**src/rtl/axi_ram_arbiter.sv**
```systemverilog
// Shares one AXI slave between N_MASTERS cores with independent round-robin write and read arbiters.
// Optional per-master completion counters are enabled by defining AXI_ARB_CNT_EN.
module axi_ram_arbiter #(
  parameter int N_MASTERS  = 4,
  parameter int DATA_WIDTH = 8,
  parameter int ADDR_WIDTH = 8,
  parameter int ID_W_WIDTH = 5,
  parameter int ID_R_WIDTH = 5
) (
  input  logic                                   clk,
  input  logic                                   rst_n,
  input  logic [N_MASTERS-1:0][ID_W_WIDTH-1:0]   s_axi_awid,
  input  logic [N_MASTERS-1:0][ADDR_WIDTH-1:0]   s_axi_awaddr,
  input  logic [N_MASTERS-1:0][7:0]              s_axi_awlen,
  input  logic [N_MASTERS-1:0][2:0]              s_axi_awsize,
  input  logic [N_MASTERS-1:0][1:0]              s_axi_awburst,
  input  logic [N_MASTERS-1:0]                   s_axi_awvalid,
  output logic [N_MASTERS-1:0]                   s_axi_awready,
  input  logic [N_MASTERS-1:0][DATA_WIDTH-1:0]   s_axi_wdata,
  input  logic [N_MASTERS-1:0][DATA_WIDTH/8-1:0] s_axi_wstrb,
  input  logic [N_MASTERS-1:0]                   s_axi_wlast,
  input  logic [N_MASTERS-1:0]                   s_axi_wvalid,
  output logic [N_MASTERS-1:0]                   s_axi_wready,
  output logic [N_MASTERS-1:0][ID_W_WIDTH-1:0]   s_axi_bid,
  output logic [N_MASTERS-1:0][1:0]              s_axi_bresp,
  output logic [N_MASTERS-1:0]                   s_axi_bvalid,
  input  logic [N_MASTERS-1:0]                   s_axi_bready,
  input  logic [N_MASTERS-1:0][ID_R_WIDTH-1:0]   s_axi_arid,
  input  logic [N_MASTERS-1:0][ADDR_WIDTH-1:0]   s_axi_araddr,
  input  logic [N_MASTERS-1:0][7:0]              s_axi_arlen,
  input  logic [N_MASTERS-1:0][2:0]              s_axi_arsize,
  input  logic [N_MASTERS-1:0][1:0]              s_axi_arburst,
  input  logic [N_MASTERS-1:0]                   s_axi_arvalid,
  output logic [N_MASTERS-1:0]                   s_axi_arready,
  output logic [N_MASTERS-1:0][ID_R_WIDTH-1:0]   s_axi_rid,
  output logic [N_MASTERS-1:0][DATA_WIDTH-1:0]   s_axi_rdata,
  output logic [N_MASTERS-1:0][1:0]              s_axi_rresp,
  output logic [N_MASTERS-1:0]                   s_axi_rlast,
  output logic [N_MASTERS-1:0]                   s_axi_rvalid,
  input  logic [N_MASTERS-1:0]                   s_axi_rready,
  output logic [ID_W_WIDTH-1:0]                  m_axi_awid,
  output logic [ADDR_WIDTH-1:0]                  m_axi_awaddr,
  output logic [7:0]                             m_axi_awlen,
  output logic [2:0]                             m_axi_awsize,
  output logic [1:0]                             m_axi_awburst,
  output logic                                   m_axi_awvalid,
  input  logic                                   m_axi_awready,
  output logic [DATA_WIDTH-1:0]                  m_axi_wdata,
  output logic [DATA_WIDTH/8-1:0]                m_axi_wstrb,
  output logic                                   m_axi_wlast,
  output logic                                   m_axi_wvalid,
  input  logic                                   m_axi_wready,
  input  logic [ID_W_WIDTH-1:0]                  m_axi_bid,
  input  logic [1:0]                             m_axi_bresp,
  input  logic                                   m_axi_bvalid,
  output logic                                   m_axi_bready,
  output logic [ID_R_WIDTH-1:0]                  m_axi_arid,
  output logic [ADDR_WIDTH-1:0]                  m_axi_araddr,
  output logic [7:0]                             m_axi_arlen,
  output logic [2:0]                             m_axi_arsize,
  output logic [1:0]                             m_axi_arburst,
  output logic                                   m_axi_arvalid,
  input  logic                                   m_axi_arready,
  input  logic [ID_R_WIDTH-1:0]                  m_axi_rid,
  input  logic [DATA_WIDTH-1:0]                  m_axi_rdata,
  input  logic [1:0]                             m_axi_rresp,
  input  logic                                   m_axi_rlast,
  input  logic                                   m_axi_rvalid,
  output logic                                   m_axi_rready,
  output logic [N_MASTERS-1:0]                   wr_grant,
  output logic [N_MASTERS-1:0]                   rd_grant
`ifdef AXI_ARB_CNT_EN
  ,
  output logic [N_MASTERS-1:0][15:0]             wr_cnt,
  output logic [N_MASTERS-1:0][15:0]             rd_cnt
`endif
);

  localparam int IDX_W = $clog2(N_MASTERS);

  typedef enum logic [1:0] {W_IDLE, W_ADDR, W_DATA, W_RESP} wr_state_t;
  typedef enum logic [1:0] {R_IDLE, R_ADDR, R_DATA} rd_state_t;

  wr_state_t        wr_state;
  rd_state_t        rd_state;
  logic [IDX_W-1:0] wr_idx, wr_ptr, wr_pick;
  logic [IDX_W-1:0] rd_idx, rd_ptr, rd_pick;

  // First requester at or after the pointer, wrapping N-1 -> 0.
  function automatic logic [IDX_W-1:0] rr_pick(input logic [N_MASTERS-1:0] req,
                                               input logic [IDX_W-1:0] ptr);
    logic [IDX_W-1:0] pick;
    logic             found;
    int               idx;
    pick  = ptr;
    found = 1'b0;
    for (int i = 0; i < N_MASTERS; i++) begin
      idx = (int'(ptr) + i) % N_MASTERS;
      if (!found && req[idx]) begin
        pick  = IDX_W'(idx);
        found = 1'b1;
      end
    end
    return pick;
  endfunction

  function automatic logic [IDX_W-1:0] next_ptr(input logic [IDX_W-1:0] idx);
    return (int'(idx) == N_MASTERS - 1) ? '0 : idx + IDX_W'(1);
  endfunction

  assign wr_pick = rr_pick(s_axi_awvalid, wr_ptr);
  assign rd_pick = rr_pick(s_axi_arvalid, rd_ptr);

  always_ff @(posedge clk or negedge rst_n) begin
    if (!rst_n) begin
      wr_state <= W_IDLE;
      wr_grant <= '0;
      wr_idx   <= '0;
      wr_ptr   <= '0;
    end else begin
      case (wr_state)
        W_IDLE: if (|s_axi_awvalid) begin
          wr_idx   <= wr_pick;
          wr_grant <= N_MASTERS'(1) << wr_pick;
          wr_state <= W_ADDR;
        end
        W_ADDR: if (m_axi_awvalid && m_axi_awready) wr_state <= W_DATA;
        W_DATA: if (m_axi_wvalid && m_axi_wready && m_axi_wlast) wr_state <= W_RESP;
        W_RESP: if (m_axi_bvalid && m_axi_bready) begin
          wr_state <= W_IDLE;
          wr_grant <= '0;
          wr_ptr   <= next_ptr(wr_idx);
        end
        default: wr_state <= W_IDLE;
      endcase
    end
  end

  always_ff @(posedge clk or negedge rst_n) begin
    if (!rst_n) begin
      rd_state <= R_IDLE;
      rd_grant <= '0;
      rd_idx   <= '0;
      rd_ptr   <= '0;
    end else begin
      case (rd_state)
        R_IDLE: if (|s_axi_arvalid) begin
          rd_idx   <= rd_pick;
          rd_grant <= N_MASTERS'(1) << rd_pick;
          rd_state <= R_ADDR;
        end
        R_ADDR: if (m_axi_arvalid && m_axi_arready) rd_state <= R_DATA;
        R_DATA: if (m_axi_rvalid && m_axi_rready && m_axi_rlast) begin
          rd_state <= R_IDLE;
          rd_grant <= '0;
          rd_ptr   <= next_ptr(rd_idx);
        end
        default: rd_state <= R_IDLE;
      endcase
    end
  end

  // Valids and readies are gated by the registered state and grant, never by raw requests.
  always_comb begin
    m_axi_awid    = s_axi_awid[wr_idx];
    m_axi_awaddr  = s_axi_awaddr[wr_idx];
    m_axi_awlen   = s_axi_awlen[wr_idx];
    m_axi_awsize  = s_axi_awsize[wr_idx];
    m_axi_awburst = s_axi_awburst[wr_idx];
    m_axi_awvalid = (wr_state == W_ADDR) && s_axi_awvalid[wr_idx];
    m_axi_wdata   = s_axi_wdata[wr_idx];
    m_axi_wstrb   = s_axi_wstrb[wr_idx];
    m_axi_wlast   = s_axi_wlast[wr_idx];
    m_axi_wvalid  = (wr_state == W_DATA) && s_axi_wvalid[wr_idx];
    m_axi_bready  = (wr_state == W_RESP) && s_axi_bready[wr_idx];
    s_axi_awready = (wr_state == W_ADDR && m_axi_awready) ? wr_grant : '0;
    s_axi_wready  = (wr_state == W_DATA && m_axi_wready) ? wr_grant : '0;
    s_axi_bvalid  = (wr_state == W_RESP && m_axi_bvalid) ? wr_grant : '0;
    s_axi_bid     = {N_MASTERS{m_axi_bid}};
    s_axi_bresp   = {N_MASTERS{m_axi_bresp}};

    m_axi_arid    = s_axi_arid[rd_idx];
    m_axi_araddr  = s_axi_araddr[rd_idx];
    m_axi_arlen   = s_axi_arlen[rd_idx];
    m_axi_arsize  = s_axi_arsize[rd_idx];
    m_axi_arburst = s_axi_arburst[rd_idx];
    m_axi_arvalid = (rd_state == R_ADDR) && s_axi_arvalid[rd_idx];
    m_axi_rready  = (rd_state == R_DATA) && s_axi_rready[rd_idx];
    s_axi_arready = (rd_state == R_ADDR && m_axi_arready) ? rd_grant : '0;
    s_axi_rvalid  = (rd_state == R_DATA && m_axi_rvalid) ? rd_grant : '0;
    s_axi_rid     = {N_MASTERS{m_axi_rid}};
    s_axi_rdata   = {N_MASTERS{m_axi_rdata}};
    s_axi_rresp   = {N_MASTERS{m_axi_rresp}};
    s_axi_rlast   = {N_MASTERS{m_axi_rlast}};
  end

`ifdef AXI_ARB_CNT_EN
  // Saturating per-master completion counters.
  always_ff @(posedge clk or negedge rst_n) begin
    if (!rst_n) begin
      wr_cnt <= '0;
      rd_cnt <= '0;
    end else begin
      for (int i = 0; i < N_MASTERS; i++) begin
        if (s_axi_bvalid[i] && s_axi_bready[i] && wr_cnt[i] != 16'hFFFF)
          wr_cnt[i] <= wr_cnt[i] + 16'd1;
        if (s_axi_rvalid[i] && s_axi_rready[i] && m_axi_rlast && rd_cnt[i] != 16'hFFFF)
          rd_cnt[i] <= rd_cnt[i] + 16'd1;
      end
    end
  end
`endif

endmodule

```
**config.mk**
```make
export PLATFORM = sky130hd
export DESIGN_NAME = axi_ram_arbiter
export DESIGN_NICKNAME = d
export VERILOG_FILES = /design/src/rtl/axi_ram_arbiter.sv
export SDC_FILE = /design/constraint.sdc
export NUM_CORES = 1
export LEC_CHECK = 0
export ABC_AREA = 1
export CORE_AREA = 2 2 190 192
export CTS_CLUSTER_DIAMETER = 200
export DETAILED_ROUTE_END_ITERATION = 8
export DIE_AREA = 0 0 192 194
export PLACE_DENSITY_LB_ADDON = 0.1
export SLEW_MARGIN = 20
export SYNTH_ARGS = -nofsm -noshare
export SYNTH_HDL_FRONTEND = slang
export SYNTH_SLANG_ARGS = --single-unit
```
**constraint.sdc**
```tcl
create_clock -name clk -period 1.85 [get_ports clk]
set_clock_uncertainty 0.05 [all_clocks]
set_input_delay 0.37 -clock clk [delete_from_list [all_inputs] [get_ports clk]]
set_output_delay 0.37 -clock clk [all_outputs]
set_load 0.1 [all_outputs]
```
==> run metrics, run 1 <==
HP Class=input port to asynchronous set/reset pin; Clock transition at path regs=0.06 ns; die height=194 um; First-pass DRT Iterations=4; Synth Instances=804; Skew-Pair Late Insertion Delay=about 0.26 ns; remaining antenna violation count=0; Num CTS Buffers=3; RSZ-0062 raised after global routing=true; hpwl dp=22.1 mm; Residual DRC=0; vias in the first global route=7125; Rows=69; Netlist cell types=29; nets=1461; Yosys warning total=0; top cell type's share of synthesized area=16.3%; setup TNS=-7.85 ns; final setup margin=-0.188 ns; CTS Buffer Depth=2; CP Capture Type=output pin; first-pass GRT wire length=about 42 mm; DRT iter0 DRCs=120; root buffer cell=clkbuf_16; period utilization=110%; MaxCap Viol Count=0; I/O Buffers=374; clk sink count=20; Hold Slack=0.411 ns; sequential-to-total area share from yosys stat=a little under an eighth; Seq cells post-synth=20; CORE AREA=0.0352 mm^2; Boundary Pins=485; mux share of post-synthesis cell area=0%; Synth Area in Compound Gates=25.6%; Hold Fails Final Rpt=0; Max H-tree Level=1; Hold-fix buffers, CTS=0; Post-Syn Area=0.00439 mm^2; routed vias/inst=just over 4; commonest cells after routing, fill and taps aside=271 x clkdlybuf4s50_1, 157 x nand2_1, 119 x buf_12; largest net degree at the start of global routing=23; XOR/XNOR share of the synthesized area=0%; Post-Syn Nets=~1100; gpl congestion=roughly 0.81; Crit Path Category=flop to output pin; WP data required=~1.4 ns; layout cells sized above 1=a little under half; total number of vias=6649; Simple-Gate Fraction of Synth Area=37.0%; most common cell after layout, fill and taps aside=clkdlybuf4s50_1; Congestion Overflow GR=0; CTS tree=done; DRT Wirelength=around 28 mm; actual slew at the worst max-slew pin=0.367 ns; fmax=491 MHz; Die W=about 190 um; CP arrival=1.62 ns; final slew viol count=0; crit path max fanout=9; Die ar.=0.0372 mm^2; cells taking the most area after synthesis=buf_4 16%, o21ai_0 15%, nand2_1 15%; initial core utilization=12.5%; GRT Util Overall=14.5%; Worst slew margin=75.4%; Area Growth Syn to Fin=183%; failing checks=negative setup slack; post-synth top area cell=buf_4; Adder-Cell Fraction of Synth Area=2.00%; syn_area_per_cell=5.46 um^2; DR WL/cell=about 18 um; Final min period=2.04 ns; outcome=finished with violations; combinational family with the most area after synthesis=simple AND/OR/NAND/NOR gates; initial antenna violation count=1; final setup violation count=67; CP Launch Type=flop
==> registers in the layout, indices dropped and copies added (netlist names) <==
name	cells
rd_idx	2
wr_ptr	2
rd_grant	4
rd_ptr	2
wr_grant	4
wr_state	2
wr_idx	2
rd_state	2
==> through the flow <==
step,utilization (%),area [um^2],setup WS (ns),cells
2_1_floorplan,-,5710,-0.212,804
3_3_place_gp,30.2,10600,-0.195,1576
3_5_place_dp,30.2,10600,-0.201,1576
4_1_cts,33.1,11600,-0.208,1604
5_1_grt,35.3,12400,-0.247,1615
6_report,35.3,12400,-0.188,1616
==> what timing repair did <==
action,in CTS,in global routing
setup endpoints to repair,87,101
hold endpoints to repair,0,0
resized for setup,246,170
buffers inserted,20,8
cloned,8,8
pin swaps,33,41
==> critical path, cell delays in order, from the launching register on <==
cell and delay [ns]:
dfrtp_2 0.41, buf_12 0.16, clkinv_16 0.08, buf_12 0.14
buf_8 0.15, nor2_4 0.04, o22ai_4 0.16, buf_12 0.19
==> worst paths after layout <==
kind	from	to	slack (ns)	cells after the start
max	rd_idx[0]$_DFFE_PN0P_	m_axi_arid[2]	-0.19	7
min	rst_n	wr_ptr[1]$_DFFE_PN0P_	0.41	2
max reg2reg	wr_idx[0]$_DFFE_PN0P_	wr_grant[2]$_DFFE_PN0P_	0.05	12
min reg2reg	rd_grant[3]$_DFFE_PN0P_	rd_grant[3]$_DFFE_PN0P_	0.49	2
max in group asynchronous	rst_n	wr_grant[2]$_DFFE_PN0P_	1.09	2
min in group clk	m_axi_arready	rd_state[1]$_DFFE_PN0P_	0.47	4
==> metal layers <==
metal	GRT usage [%]	part of all wire [%]
met1	16.1	38
met2	26.9	51
met3	5.59	10
met4	1.44	0.96
met5	0	0
==> synthesized netlist by cell type <==
| cell | count |
|---|---|
| nand2_1 | 172 |
| nor2_1 | 158 |
| o21ai_0 | 129 |
| buf_4 | 95 |
| o22ai_1 | 62 |
| nand3_1 | 35 |
| inv_1 | 32 |
| clkbuf_1 | 31 |
| dfrtp_1 | 20 |
| a21oi_1 | 9 |
| nand2_2 | 8 |
| ha_1 | 7 |
| buf_2 | 6 |
| buf_1 | 5 |
| inv_2 | 4 |
| nand3_2 | 4 |
| nand4_1 | 4 |
| o21ai_1 | 4 |
| and3_1 | 3 |
| buf_6 | 2 |
| clkinv_1 | 2 |
| inv_4 | 2 |
| nand2_4 | 2 |
| nor2_2 | 2 |
| o31ai_1 | 2 |
| nand4_2 | 1 |
| nand4_4 | 1 |
| nor3_1 | 1 |
| o211ai_1 | 1 |
==> final cells by class <==
cell class              instances  area [um^2]
repair buffers                486         6150
clock buffers                   3         75.1
fillers                      3651        22800
well taps                     461          577
multi-input cells             605         4890
flip-flops and latches         20          529
diodes                          1         2.50
inverters                      40          206
==> logic make-up after synthesis <==
family / Yosys count
buffers and inverters: 179
AOI/OAI and AO/OA: 207
and+or+nand+nor: 391
DFF: 20
adders and majority gates: 7
Power of run 1 is left out: the tool's default activity adds up to more than one toggle a clock period on the data nets, which glitch-free logic cannot reach.
==> run 2, diff against run 1 <==
--- a/config.mk
+++ b/config.mk
@@ -11,7 +11,6 @@
 export DETAILED_ROUTE_END_ITERATION = 8
 export DIE_AREA = 0 0 192 194
 export PLACE_DENSITY_LB_ADDON = 0.1
-export SLEW_MARGIN = 20
 export SYNTH_ARGS = -nofsm -noshare
 export SYNTH_HDL_FRONTEND = slang
 export SYNTH_SLANG_ARGS = --single-unit
==> results of run 2 <==
The final DEF is identical to that of run 1; final timing and power are the same.
Power of run 2 is left out for the same reason.
